`config.mk`:
```
export PLATFORM = sky130hd
export DESIGN_NAME = spectro_frame_packer
export DESIGN_NICKNAME = d
export VERILOG_FILES = /design/src/rtl/spectro_pkg.sv /design/src/rtl/spectro_word_fifo.sv /design/src/rtl/spectro_frame_packer.sv
export SDC_FILE = /design/constraint.sdc
export NUM_CORES = 1
export LEC_CHECK = 0
export ABC_CLOCK_PERIOD_IN_PS = 5080
export BUFFER_PORTS_ARGS = -buffer_cell sky130_fd_sc_hd__buf_2
export CORE_MARGIN = 4
export CORE_UTILIZATION = 55
export CTS_CLUSTER_DIAMETER = 200
export DETAILED_ROUTE_END_ITERATION = 8
export GPL_TIMING_DRIVEN = 0
export PLACE_DENSITY = 0.74
export SLEW_MARGIN = 10
export SYNTH_ARGS = -nofsm -noshare
export SYNTH_HDL_FRONTEND = slang
export SYNTH_SLANG_ARGS = --single-unit
```
`constraint.sdc`:
```
create_clock -name CLK -period 5.08 [get_ports CLK]
set_input_delay 1.016 -clock CLK [delete_from_list [all_inputs] [get_ports CLK]]
set_output_delay 1.016 -clock CLK [all_outputs]
set_load 0.05 [all_outputs]
```
`src/rtl/spectro_pkg.sv`:
```
// Shared widths, tags, sync pattern and state encoding for the spectrometer frame packer.
package spectro_pkg;

  localparam int unsigned SAMPLE_W = 10;
  localparam int unsigned WORD_W   = 32;
  localparam int unsigned CNT_W    = 16;

  localparam logic [1:0]       TAG_DATA  = 2'b01;
  localparam logic [1:0]       TAG_LAST  = 2'b11;
  localparam logic [CNT_W-1:0] SYNC_WORD = 16'hA55A;

  typedef enum logic [1:0] {
    IDLE,
    HDR,
    PACK
  } state_e;

  // Packed data word: tag on top, three samples with slot0 in the low bits.
  typedef struct packed {
    logic [1:0]          tag;
    logic [SAMPLE_W-1:0] s2;
    logic [SAMPLE_W-1:0] s1;
    logic [SAMPLE_W-1:0] s0;
  } pack_word_t;

endpackage

```
`src/rtl/spectro_word_fifo.sv`:
```
// First-word-fall-through word FIFO; a push into a full FIFO is accepted only alongside a pop.
module spectro_word_fifo #(
  parameter int unsigned DEPTH = 4,
  parameter int unsigned WIDTH = 32
) (
  input  logic             clk,
  input  logic             rst,
  input  logic             push,
  input  logic             pop,
  input  logic [WIDTH-1:0] din,
  output logic [WIDTH-1:0] dout,
  output logic             full,
  output logic             empty
);

  localparam int unsigned AW = $clog2(DEPTH);

  logic [WIDTH-1:0] mem_q [DEPTH];
  logic [AW-1:0]    wr_ptr_q;
  logic [AW-1:0]    rd_ptr_q;
  logic [AW:0]      count_q;
  logic             do_push;
  logic             do_pop;

  assign empty   = (count_q == '0);
  assign full    = (count_q == (AW+1)'(DEPTH));
  assign do_pop  = pop & ~empty;
  assign do_push = push & (~full | do_pop);
  assign dout    = empty ? '0 : mem_q[rd_ptr_q];

  // Pointers wrap naturally because DEPTH is a power of two.
  always_ff @(posedge clk) begin
    if (rst) begin
      wr_ptr_q <= '0;
      rd_ptr_q <= '0;
      count_q  <= '0;
    end else begin
      if (do_push) wr_ptr_q <= wr_ptr_q + AW'(1);
      if (do_pop)  rd_ptr_q <= rd_ptr_q + AW'(1);
      case ({do_push, do_pop})
        2'b10:   count_q <= count_q + (AW+1)'(1);
        2'b01:   count_q <= count_q - (AW+1)'(1);
        default: count_q <= count_q;
      endcase
    end
  end

  always_ff @(posedge clk) begin
    if (do_push) mem_q[wr_ptr_q] <= din;
  end

endmodule

```
`src/rtl/spectro_frame_packer.sv`:
```
// Groups 10-bit samples into header-prefixed frames, three samples per 32-bit word,
// buffered in a small FWFT FIFO; overflow is flagged since upstream cannot stall.
module spectro_frame_packer
  import spectro_pkg::*;
#(
  parameter int unsigned PIXELS_PER_FRAME = 2048,
  parameter int unsigned OUT_DEPTH        = 4
) (
  input  logic                CLK,
  input  logic                RST,
  input  logic [SAMPLE_W-1:0] sampleIn,
  input  logic                sampleValid,
  input  logic                armEn,
  output logic [WORD_W-1:0]   wordOut,
  output logic                wordValid,
  input  logic                wordReady,
  output logic                frameDone,
  output logic [CNT_W-1:0]    frameCount,
  output logic                overflow
);

  state_e                       state_q;
  logic [1:0]                   slot_q;
  logic [CNT_W-1:0]             pix_q;
  logic [2:0][SAMPLE_W-1:0]     slots_q;
  logic                         frame_done_q;
  logic [CNT_W-1:0]             frame_count_q;
  logic                         overflow_q;

  logic [2:0][SAMPLE_W-1:0]     slots_c;
  logic [CNT_W-1:0]             pix_inc_c;
  logic                         last_c;
  logic                         word_full_c;
  logic                         push_c;
  pack_word_t                   pack_c;
  logic [WORD_W-1:0]            push_word_c;
  logic                         fifo_full;
  logic                         fifo_empty;

  // Word under construction with the current sample dropped into its slot.
  always_comb begin
    slots_c = slots_q;
    case (slot_q)
      2'd0:    slots_c[0] = sampleIn;
      2'd1:    slots_c[1] = sampleIn;
      default: slots_c[2] = sampleIn;
    endcase
    pix_inc_c   = pix_q + CNT_W'(1);
    last_c      = (state_q == PACK) & sampleValid & (pix_inc_c == CNT_W'(PIXELS_PER_FRAME));
    word_full_c = (state_q == PACK) & sampleValid & (slot_q == 2'd2);
    push_c      = (state_q == HDR) | last_c | word_full_c;
    pack_c.tag  = last_c ? TAG_LAST : TAG_DATA;
    pack_c.s2   = slots_c[2];
    pack_c.s1   = slots_c[1];
    pack_c.s0   = slots_c[0];
    push_word_c = (state_q == HDR) ? {SYNC_WORD, frame_count_q} : WORD_W'(pack_c);
  end

  always_ff @(posedge CLK) begin
    if (RST) begin
      state_q       <= IDLE;
      slot_q        <= 2'd0;
      pix_q         <= '0;
      slots_q       <= '0;
      frame_done_q  <= 1'b0;
      frame_count_q <= '0;
      overflow_q    <= 1'b0;
    end else begin
      frame_done_q <= 1'b0;
      // A full FIFO only takes the word when the head leaves in the same cycle.
      if (push_c & fifo_full & ~wordReady) overflow_q <= 1'b1;
      case (state_q)
        IDLE: if (armEn) state_q <= HDR;
        HDR:  state_q <= PACK;
        PACK: begin
          if (sampleValid) begin
            if (last_c) begin
              slots_q       <= '0;
              slot_q        <= 2'd0;
              pix_q         <= '0;
              frame_done_q  <= 1'b1;
              frame_count_q <= frame_count_q + CNT_W'(1);
              state_q       <= armEn ? HDR : IDLE;
            end else if (slot_q == 2'd2) begin
              slots_q <= '0;
              slot_q  <= 2'd0;
              pix_q   <= pix_inc_c;
            end else begin
              slots_q <= slots_c;
              slot_q  <= slot_q + 2'd1;
              pix_q   <= pix_inc_c;
            end
          end
        end
        default: state_q <= IDLE;
      endcase
    end
  end

  spectro_word_fifo #(
    .DEPTH (OUT_DEPTH),
    .WIDTH (WORD_W)
  ) u_fifo (
    .clk   (CLK),
    .rst   (RST),
    .push  (push_c),
    .pop   (wordReady),
    .din   (push_word_c),
    .dout  (wordOut),
    .full  (fifo_full),
    .empty (fifo_empty)
  );

  assign wordValid  = ~fifo_empty;
  assign frameDone  = frame_done_q;
  assign frameCount = frame_count_q;
  assign overflow   = overflow_q;

endmodule

```
==> results.sh, run 1 <==
export IMPL_ys_seq_area_frac=0.609
export IMPL_clk_latency_ns=0.50
export IMPL_grt_max_degree=32
export IMPL_syn_num_nets=708
export IMPL_tightest_slew_ns=1.03
export IMPL_layout_min_cycle_time_ns=3.83
export IMPL_synth_top_area_share=0.435
export IMPL_utilization=0.638
export IMPL_rows=46
export IMPL_syn_area_sq_um=8840
export IMPL_leakage_nw=3.60
export IMPL_cp_top_family="buffers and inverters"
export IMPL_final_cell_area_sq_um=10100
export IMPL_rsz0062_at_grt="no"
export IMPL_crit_path_end_kind="output pin"
export IMPL_finalCritPeriodShare=0.754
export IMPL_skew_ns=0.0190
export IMPL_status="completed"
export IMPL_drive_gt1_frac=0.185
export IMPL_synthTopCellsByCount="edfxtp_1 (128), dfxtp_1 (77), nand2_1 (71), nor2_1 (41), and2_1 (39)"
export IMPL_synthDistinctLibCells=55
export IMPL_slew_headroom=0.307
export IMPL_finalSetupTns_ns=0
export IMPL_syn_to_final_growth_pct=14.3
export IMPL_ys_ff_latch=205
export IMPL_worstPathRequired_ns=4.06
export IMPL_hold_viol_final=0
export IMPL_numClockSinks=205
export IMPL_post_drt_wl_per_cell_um=19.7
export IMPL_crit_type="reg2out"
export IMPL_dr_total_vias=5929
export IMPL_syn_avg_cell_area_sq_um=12.9
export IMPL_ctsHoldBuffers=0
export IMPL_wl_met2_um=9690
export IMPL_async_reset_ff_frac=0
export IMPL_cts_tree="built"
export IMPL_met3WireLength_um=1350
export IMPL_drt_pass1_iter_count=6
export IMPL_fmax_ghz=0.261
export IMPL_portBuffers=64
export IMPL_drc=0
export IMPL_cts_buffers=20
export IMPL_power_density_nw_per_um2=419
export IMPL_crit_chain="clkbuf_1 -> buf_1 -> mux4_2 -> and2_1 -> buf_2"
export IMPL_wl_met1_um=8350
export IMPL_crit_fanout=10
export IMPL_synth_edff_count=128
export IMPL_routed_wl_um=19800
export IMPL_synthTopCellsByArea="edfxtp_1 (44%), dfxtp_1 (17%), mux4_2 (8.2%)"
export IMPL_clock_path_buffers=3
export IMPL_maxCapViolations=0
export IMPL_drv_slew=0
export IMPL_cpPeakStageDelay_ns=0.69
export IMPL_synth_top_area_cell="edfxtp_1"
export IMPL_die_w_um=135
export IMPL_grt_pass1_vias=6016
export IMPL_yosysMostFrequentCell="edfxtp_1"
export IMPL_start_util=0.558
export IMPL_pin_count=66
export IMPL_ctsResizeCount=0
export IMPL_ant_nets=0
export IMPL_clockRootBuffer="clkbuf_16"
export IMPL_layout_nets=798
export IMPL_cts_max_level=1
export IMPL_postSynthCellCount=685
export IMPL_cp_num_buf_inv=3
export IMPL_peakVddDrop_mv=0.204
export IMPL_cp_start_kind="flip-flop"
export IMPL_grt_total_usage=0.221
export IMPL_top_layer="met4"
export IMPL_setup_viol=0
export IMPL_drtIter0Drc=609
export IMPL_core_sq_um=15800
export IMPL_grt_pass1_wl_um=31600
export IMPL_hold_path_class="reg2reg"
export IMPL_yosys_warnings=0
export IMPL_vias_per_cell=5.90
export IMPL_die_h_um=135
export IMPL_place_congestion=0.912
export IMPL_antennaDiodeCount=0
export IMPL_crit_arrival_ns=2.82
export IMPL_antenna_found_initial=0
export IMPL_dieArea_sq_um=18200
export IMPL_grt_remaining_overflow=0
export IMPL_slowest_stage="buf_1"
export IMPL_clkTransAtPathRegs_ns=0.06
export IMPL_hpwlAfterDp_um=13700
export IMPL_postCtsSetupRepairBufs=0
export IMPL_placed_cell_area_sq_um=9510
export IMPL_synth_top_flop_cell="edfxtp_1"
## area by class of cell
cell class	instances	area, sq um
Fill cell	1201	5730
Sequential cell	205	5390
Multi-Input combinational cell	428	3220
Clock buffer	24	515
Timing Repair Buffer	68	400
Tap cell	216	270
Buffer	42	201
Clock inverter	12	71.3
Inverter	10	37.5
## placed cells by master, fill, tap and decap left out, types with 3 or more instances in the layout
| master | Yosys | layout |
|---|---|---|
| buf_4 | 3 | 3 |
| ha_1 | 7 | 7 |
| mux2i_1 | 21 | 21 |
| and2_2 | 0 | 4 |
| a31oi_1 | 11 | 11 |
| a32o_1 | 3 | 3 |
| buf_12 | 0 | 4 |
| inv_1 | 10 | 10 |
| and3_1 | 14 | 14 |
| clkbuf_1 | 24 | 28 |
| xor2_1 | 14 | 14 |
| a22o_1 | 12 | 12 |
| mux4_2 | 32 | 32 |
| buf_6 | 4 | 4 |
| nor2_1 | 41 | 41 |
| nand2_1 | 71 | 71 |
| buf_1 | 9 | 9 |
| nor3_1 | 9 | 9 |
| o21a_1 | 3 | 3 |
| edfxtp_1 | 128 | 128 |
| o2bb2ai_1 | 17 | 17 |
| xnor2_1 | 7 | 7 |
| clkinv_1 | 0 | 6 |
| a21oi_1 | 24 | 24 |
| dfxtp_1 | 77 | 77 |
| and2_1 | 39 | 35 |
| nand3b_1 | 4 | 4 |
| o21ai_0 | 27 | 27 |
| clkinvlp_4 | 0 | 3 |
| nand4_1 | 13 | 13 |
| nand3_1 | 9 | 9 |
| nor2b_1 | 9 | 9 |
| nand2b_1 | 3 | 3 |
| clkbuf_16 | 0 | 20 |
| buf_2 | 2 | 66 |
| or3_1 | 9 | 9 |
## worst min-delay path: stages, from the launching register on
cell	delay [ns]
dfxtp_1	0.30
inv_1	0.05
a21oi_1	0.05
## sequential cells by signal, summed over array words and instances (netlist names), named ones only
signal	flops
slots_q	30
slot_q	2
u_fifo.rd_ptr_q	2
pix_q	16
u_fifo.wr_ptr_q	2
frameCount	16
frameDone	1
u_fifo.count_q	3
u_fifo.mem_q	128
overflow	1
state_q	2
## final timing paths
| check | to | cells past startpoint | from | slack, ns |
|---|---|---|---|---|
| worst min register to register | overflow | 2 | overflow | 0.45 |
| worst max-delay path | wordOut[11] | 5 | flip-flop | 1.25 |
| worst max register to register | u_fifo.count_q[2] | 13 | pix_q[0] | 1.52 |
| worst min-delay path | overflow | 2 | overflow | 0.45 |
## cells by family after synthesis
kind of cell | count (synthesis) | share of synthesized area
compound gates | 113 | 0.0899
xor+xnor | 21 | 0.0208
fa+ha+maj | 8 | 0.0122
buf+inv | 52 | 0.0270
flops | 205 | 0.609
mux | 53 | 0.105
simple gates | 233 | 0.135
## layer usage
layer / up-vias / GRT usage
met5: - / 0
met4: 0 / 0.0673
met3: 35 / 0.0291
met2: 234 / 0.368
met1: 2925 / 0.307
li1: 2735 / -
## where the power goes
part | switching [mW] | leakage (nW) | internal, mW
clock | 0.598 | 0.272 | 0.728
sequential | 0.0226 | 1.80 | 1.82
combinational | 0.737 | 1.53 | 0.323
total | 1.36 | 3.60 | 2.87
## through the flow
step / instances / power [mW] / hold slack [ns] / setup WS (ns)
after floorplan: 685 / 2.70 / 0.432 / 1.28
after global placement: 965 / 2.92 / 0.444 / 0.253
after detailed placement: 969 / 2.95 / 0.448 / 1.17
after CTS: 1005 / 4.27 / 0.458 / 1.16
after global routing: 1005 / 4.40 / 0.478 / 0.978
final: 1005 / 4.23 / 0.447 / 1.25
Note: power is estimated with default switching activity, not from simulation.
==> run 2, diff against run 1 <==
--- a/config.mk
+++ b/config.mk
@@ -5,14 +5,14 @@
 export SDC_FILE = /design/constraint.sdc
 export NUM_CORES = 1
 export LEC_CHECK = 0
-export ABC_CLOCK_PERIOD_IN_PS = 5080
+export ABC_CLOCK_PERIOD_IN_PS = 3150
 export BUFFER_PORTS_ARGS = -buffer_cell sky130_fd_sc_hd__buf_2
 export CORE_MARGIN = 4
-export CORE_UTILIZATION = 55
+export CORE_UTILIZATION = 54
 export CTS_CLUSTER_DIAMETER = 200
 export DETAILED_ROUTE_END_ITERATION = 8
 export GPL_TIMING_DRIVEN = 0
-export PLACE_DENSITY = 0.74
+export PLACE_DENSITY = 0.76
 export SLEW_MARGIN = 10
 export SYNTH_ARGS = -nofsm -noshare
 export SYNTH_HDL_FRONTEND = slang
==> constraint.sdc (replaced) <==
create_clock -name CLK -period 3.15 [get_ports CLK]
set_input_delay 0.63 -clock CLK [delete_from_list [all_inputs] [get_ports CLK]]
set_output_delay 0.63 -clock CLK [all_outputs]
set_load 0.05 [all_outputs]
==> results.sh, run 2 (same netlist as run 1, synthesis figures left out) <==
export IMPL_grt_pass1_vias=6017
export IMPL_pin_count=66
export IMPL_hold_path_startpoint="armEn"
export IMPL_start_util=0.554
export IMPL_grt_total_usage=0.231
export IMPL_top_regs="u_fifo.mem_q: 128 flops, slots_q: 30 flops"
export IMPL_fmax_ghz=0.327
export IMPL_cts_max_level=1
export IMPL_clockRootBuffer="clkbuf_16"
export IMPL_final_common_cell="edfxtp_1"
export IMPL_final_cell_mix="edfxtp_1 (128), dfxtp_1 (75), nand2_1 (70), buf_2 (66), nor2_1 (40)"
export IMPL_clk_latency_ns=0.49
export IMPL_clkTransAtPathRegs_ns=0.06
export IMPL_die_w_um=136
export IMPL_crit_path_end_kind="flip-flop"
export IMPL_routed_wl_um=21100
export IMPL_tightest_slew_ns=0.947
export IMPL_vias_per_cell=6.01
export IMPL_worstPathRequired_ns=3.51
export IMPL_p_total_mw=7.22
export IMPL_worstSetupStartpoint="state_q[0]"
export IMPL_dieArea_sq_um=18500
export IMPL_crit_fanout=6
export IMPL_post_drt_wl_per_cell_um=20.8
export IMPL_syn_to_final_growth_pct=16.0
export IMPL_largest_reg_flops=128
export IMPL_portBuffers=64
export IMPL_finalCritPeriodShare=0.971
export IMPL_drt_pass1_iter_count=5
export IMPL_grt_remaining_overflow=0
export IMPL_peakVddDrop_mv=0.396
export IMPL_drtIter0Drc=674
export IMPL_drive_gt1_frac=0.210
export IMPL_crit_type="reg2reg"
export IMPL_instances_no_fill=1012
export IMPL_antenna_found_initial=0
export IMPL_drc=0
export IMPL_place_congestion=0.927
export IMPL_status="completed"
export IMPL_drv_slew=0
export IMPL_dr_total_vias=6081
export IMPL_power_density_nw_per_um2=704
export IMPL_hold_path_class="in2reg"
export IMPL_setup_viol=0
export IMPL_cts_tree="built"
export IMPL_slew_headroom=0.360
export IMPL_top_register="u_fifo.mem_q"
export IMPL_grt_max_degree=17
export IMPL_rsz0062_at_grt="yes"
export IMPL_core_sq_um=15900
export IMPL_antennaDiodeCount=0
export IMPL_finalSetupTns_ns=0
export IMPL_hpwlAfterDp_um=13600
export IMPL_grt_pass1_wl_um=33000
export IMPL_ant_nets=0
export IMPL_die_h_um=136
export IMPL_dp_cells=965
export IMPL_leakage_nw=3.70
export IMPL_cp_start_kind="flip-flop"
export IMPL_timing_rr_start="state_q[0]"
export IMPL_rows=46
export IMPL_crit_arrival_ns=3.42
export IMPL_skew_ns=0.00910
export IMPL_maxCapViolations=0
export IMPL_clock_path_buffers=3
export IMPL_layout_nets=804
export IMPL_cts_buffers=21
export IMPL_ctsHoldBuffers=0
export IMPL_hold_viol_final=0
export IMPL_layout_min_cycle_time_ns=3.06
export IMPL_numClockSinks=205
run 2: cell count changes in the layout (fill, tap and decap cells not counted), moves of 4 or more:
cell,delta
clkbuf_2,+4
buf_4,+6
clkinv_1,-6
and2_4,+8
run 2: worst max-delay path, stage by stage, from the launching register on:
cell and delay [ns]:
dfxtp_1 0.34, and3b_1 0.22, clkbuf_1 0.31, o211ai_1 0.16, a211o_1 0.33, a2111oi_4 0.38
nand2_2 0.14, and2_1 0.21, inv_1 0.09, fa_1 0.20, nor3_1 0.06, o21a_1 0.17
nor3_1 0.23, nor3_1 0.08
run 2: final timing paths:
kind | to | slack (ns) | cells past startpoint
max reg2reg | u_fifo.count_q[2] | 0.09 | 13
min | state_q[0] | 0.38 | 3
min reg2reg | slots_q[23] | 0.46 | 1
max | u_fifo.count_q[2] | 0.09 | 13
run 2: area by class of cell:
type,count,area (sq um)
repair buffers,68,363
flip-flops and latches,205,5390
fillers,1210,5690
plain buffers,42,213
clock buffers,33,609
clock inverters,5,80.1
multi-input cells,433,3290
well taps,216,270
inverters,10,37.5
run 2: report_power, final:
group          switching (mW)  internal [mW]
Combinational            1.21          0.538
Sequential             0.0382           2.93
Clock                   0.993           1.50
Total                    2.25           4.97
run 2: metrics by stage:
| stage | util | cell area, sq um | hold WS, ns | setup WS (ns) |
|---|---|---|---|---|
| 5_1_grt | 0.643 | 10200 | 0.383 | -0.0153 |
| 3_5_place_dp | 0.592 | 9430 | 0.446 | -0.762 |
| 6_report | 0.643 | 10200 | 0.383 | 0.0898 |
| 2_1_floorplan | - | 8840 | 0.432 | 0.0489 |
| 3_3_place_gp | 0.592 | 9430 | 0.444 | -0.721 |
| 4_1_cts | 0.641 | 10200 | 0.374 | 0.0125 |
run 2: layer usage:
metal	global-route usage	routed length, um	vias up
li1	-	-	2751
met2	0.397	10500	266
met4	0.0594	388	0
met1	0.314	8690	3026
met5	0	0	-
met3	0.0292	1550	38
run 2: repair_timing:
action                     CTS  global route
gates cloned                 5             0
buffers inserted             3             1
pin swaps                    6             1
resized for setup           25             7
setup endpoints to repair  168            88
==> run 3, diff against run 2 <==
--- a/config.mk
+++ b/config.mk
@@ -5,13 +5,13 @@
 export SDC_FILE = /design/constraint.sdc
 export NUM_CORES = 1
 export LEC_CHECK = 0
-export ABC_CLOCK_PERIOD_IN_PS = 3150
 export BUFFER_PORTS_ARGS = -buffer_cell sky130_fd_sc_hd__buf_2
 export CORE_MARGIN = 4
 export CORE_UTILIZATION = 54
 export CTS_CLUSTER_DIAMETER = 200
 export DETAILED_ROUTE_END_ITERATION = 8
 export GPL_TIMING_DRIVEN = 0
+export MAX_ROUTING_LAYER = met4
 export PLACE_DENSITY = 0.76
 export SLEW_MARGIN = 10
 export SYNTH_ARGS = -nofsm -noshare
==> results.sh, run 3 (same netlist as run 1, synthesis figures left out) <==
export IMPL_cpPeakStageDelay_ns=0.55
export IMPL_dieArea_sq_um=18500
export IMPL_hold_path_startpoint="armEn"
export IMPL_clkTransAtPathRegs_ns=0.06
export IMPL_grt_max_degree=17
export IMPL_grt_pass1_wl_um=33000
export IMPL_die_h_um=136
export IMPL_rsz0062_at_grt="yes"
export IMPL_crit_type="reg2out"
export IMPL_p_total_mw=6.94
export IMPL_leakage_nw=3.68
export IMPL_drive_gt1_frac=0.203
export IMPL_pin_count=66
export IMPL_finalCritPeriodShare=0.967
export IMPL_regArea_sq_um=5390
export IMPL_top_regs="u_fifo.mem_q: 128 flops, slots_q: 30 flops"
export IMPL_hold_depth=3
export IMPL_dr_total_vias=6100
export IMPL_crit_fanout=10
export IMPL_cp_top_family="buffers and inverters"
export IMPL_clockRootBuffer="clkbuf_16"
export IMPL_crit_arrival_ns=2.42
export IMPL_worst_r2r_setup_slack_ns=0.12
export IMPL_cts_buffers=20
export IMPL_hpwlAfterDp_um=13400
export IMPL_holdWs_ns=0.393
export IMPL_multi_input_area_sq_um=3320
export IMPL_cts_tree="built"
export IMPL_drt_pass1_iter_count=5
export IMPL_ant_nets=0
export IMPL_drc=0
export IMPL_crit_path_end_kind="output pin"
export IMPL_slew_headroom=0.294
export IMPL_setup_viol=0
export IMPL_drtIter0Drc=597
export IMPL_grt_remaining_overflow=0
export IMPL_final_common_cell="edfxtp_1"
export IMPL_start_util=0.554
export IMPL_status="completed"
export IMPL_final_cell_mix="edfxtp_1 (128), dfxtp_1 (75), nand2_1 (70), buf_2 (66), nor2_1 (40)"
export IMPL_crit_chain="clkbuf_1 -> clkbuf_4 -> mux4_2 -> and2_1 -> buf_2"
export IMPL_cp_depth=5
export IMPL_peakVddDrop_mv=0.438
export IMPL_worstPathRequired_ns=2.52
export IMPL_die_w_um=136
export IMPL_clk_latency_ns=0.49
export IMPL_core_sq_um=15900
export IMPL_numClockSinks=205
export IMPL_timing_rr_start="state_q[0]"
export IMPL_instances_no_fill=1016
export IMPL_power_density_nw_per_um2=677
export IMPL_layout_min_cycle_time_ns=3.05
export IMPL_cp_start_kind="flip-flop"
export IMPL_reg2reg_depth=9
export IMPL_worstHoldEndpoint="state_q[0]"
export IMPL_maxCapViolations=0
export IMPL_clock_path_buffers=3
export IMPL_routed_wl_um=21200
export IMPL_hold_path_class="in2reg"
export IMPL_cp_num_buf_inv=3
export IMPL_top_register="u_fifo.mem_q"
export IMPL_largest_reg_flops=128
export IMPL_grt_pass1_vias=6018
export IMPL_slowest_stage="mux4_2"
export IMPL_grt_total_usage=0.236
export IMPL_nFillCells=1194
export IMPL_post_drt_wl_per_cell_um=20.8
export IMPL_r2r_end="u_fifo.mem_q[2][29]"
export IMPL_place_congestion=0.953
export IMPL_layout_nets=809
export IMPL_syn_to_final_growth_pct=16.0
export IMPL_ctsHoldBuffers=0
export IMPL_drv_slew=0
export IMPL_portBuffers=64
export IMPL_antenna_found_initial=0
export IMPL_skew_ns=0.0159
export IMPL_rows=46
export IMPL_antennaDiodeCount=0
export IMPL_fmax_ghz=0.328
export IMPL_dp_cells=965
export IMPL_tightest_slew_ns=1.04
export IMPL_vias_per_cell=6.00
export IMPL_cts_max_level=1
export IMPL_hold_viol_final=0
## run 3: changes by cell type in the layout (fill, tap and decap cells not counted), sizes merged
| cell | delta |
|---|---|
| and2 | +3 |
| buf | +1 |
| bufinv | -1 |
| clkbuf | -3 |
| clkinv | +5 |
| clkinvlp | +1 |
| inv | -2 |
## run 3: tightest hold or removal path: cells and delay by family
| family | cells | cell delay, ns |
|---|---|---|
| AOI/OAI and AO/OA | 1 | 0.04 |
| and+or+nand+nor | 1 | 0.05 |
| buffers and inverters | 1 | 0.11 |
## run 3: report_power, final
part	switching, mW	internal (mW)
clock	0.955	1.26
combinational	1.21	0.550
sequential	0.0362	2.93
## run 3: cell type report
| class | instances | area share |
|---|---|---|
| clock inverter | 8 | 0.00708 |
| timing repair buffer | 71 | 0.0413 |
| buffer | 42 | 0.0207 |
| tap | 216 | 0.0264 |
| sequential | 205 | 0.526 |
| multi-input combinational | 436 | 0.324 |
| inverter | 10 | 0.00366 |
| clock buffer | 28 | 0.0518 |
## run 3: per-layer routing
| metal | GRT usage | wire, um | up-vias | part of all wire |
|---|---|---|---|---|
| li1 | - | - | 2775 | - |
| met1 | 0.319 | 8610 | 2989 | 0.41 |
| met2 | 0.384 | 10400 | 298 | 0.49 |
| met3 | 0.0300 | 1660 | 38 | 0.078 |
| met4 | 0.0638 | 561 | 0 | 0.026 |
| met5 | - | 0 | - | 0 |
## run 3: worst max-delay path by stage
| stage | start | end | slack [ns] |
|---|---|---|---|
| floorplan | pix_q[0] | u_fifo.mem_q[0][0] | 0.05 |
| global placement | sampleValid | u_fifo.mem_q[1][12] | -0.72 |
| detailed placement | pix_q[0] | u_fifo.mem_q[1][13] | -0.83 |
| CTS | pix_q[0] | u_fifo.count_q[2] | 0.001 |
| global route | pix_q[0] | u_fifo.count_q[2] | -0.06 |
| finish | flip-flop | wordOut[10] | 0.10 |
## run 3: what timing repair did
item	in CTS	in global routing
pin swaps	7	0
gates resized for setup	25	10
cloned	5	3
endpoints found under the setup margin	208	169
buffers inserted	7	0
## run 3: per-stage QoR
| step | setup WS (ns) | cell area (sq um) | utilization | setup TNS (ns) |
|---|---|---|---|---|
| final | 0.104 | 10300 | 0.643 | 0 |
| after global routing | -0.0587 | 10300 | 0.643 | -0.0733 |
| after CTS | 0.00126 | 10200 | 0.640 | 0 |
| after detailed placement | -0.830 | 9430 | 0.592 | -105.22 |
| after global placement | -0.722 | 9430 | 0.592 | -92.22 |
| after floorplan | 0.0489 | 8840 | - | 0 |
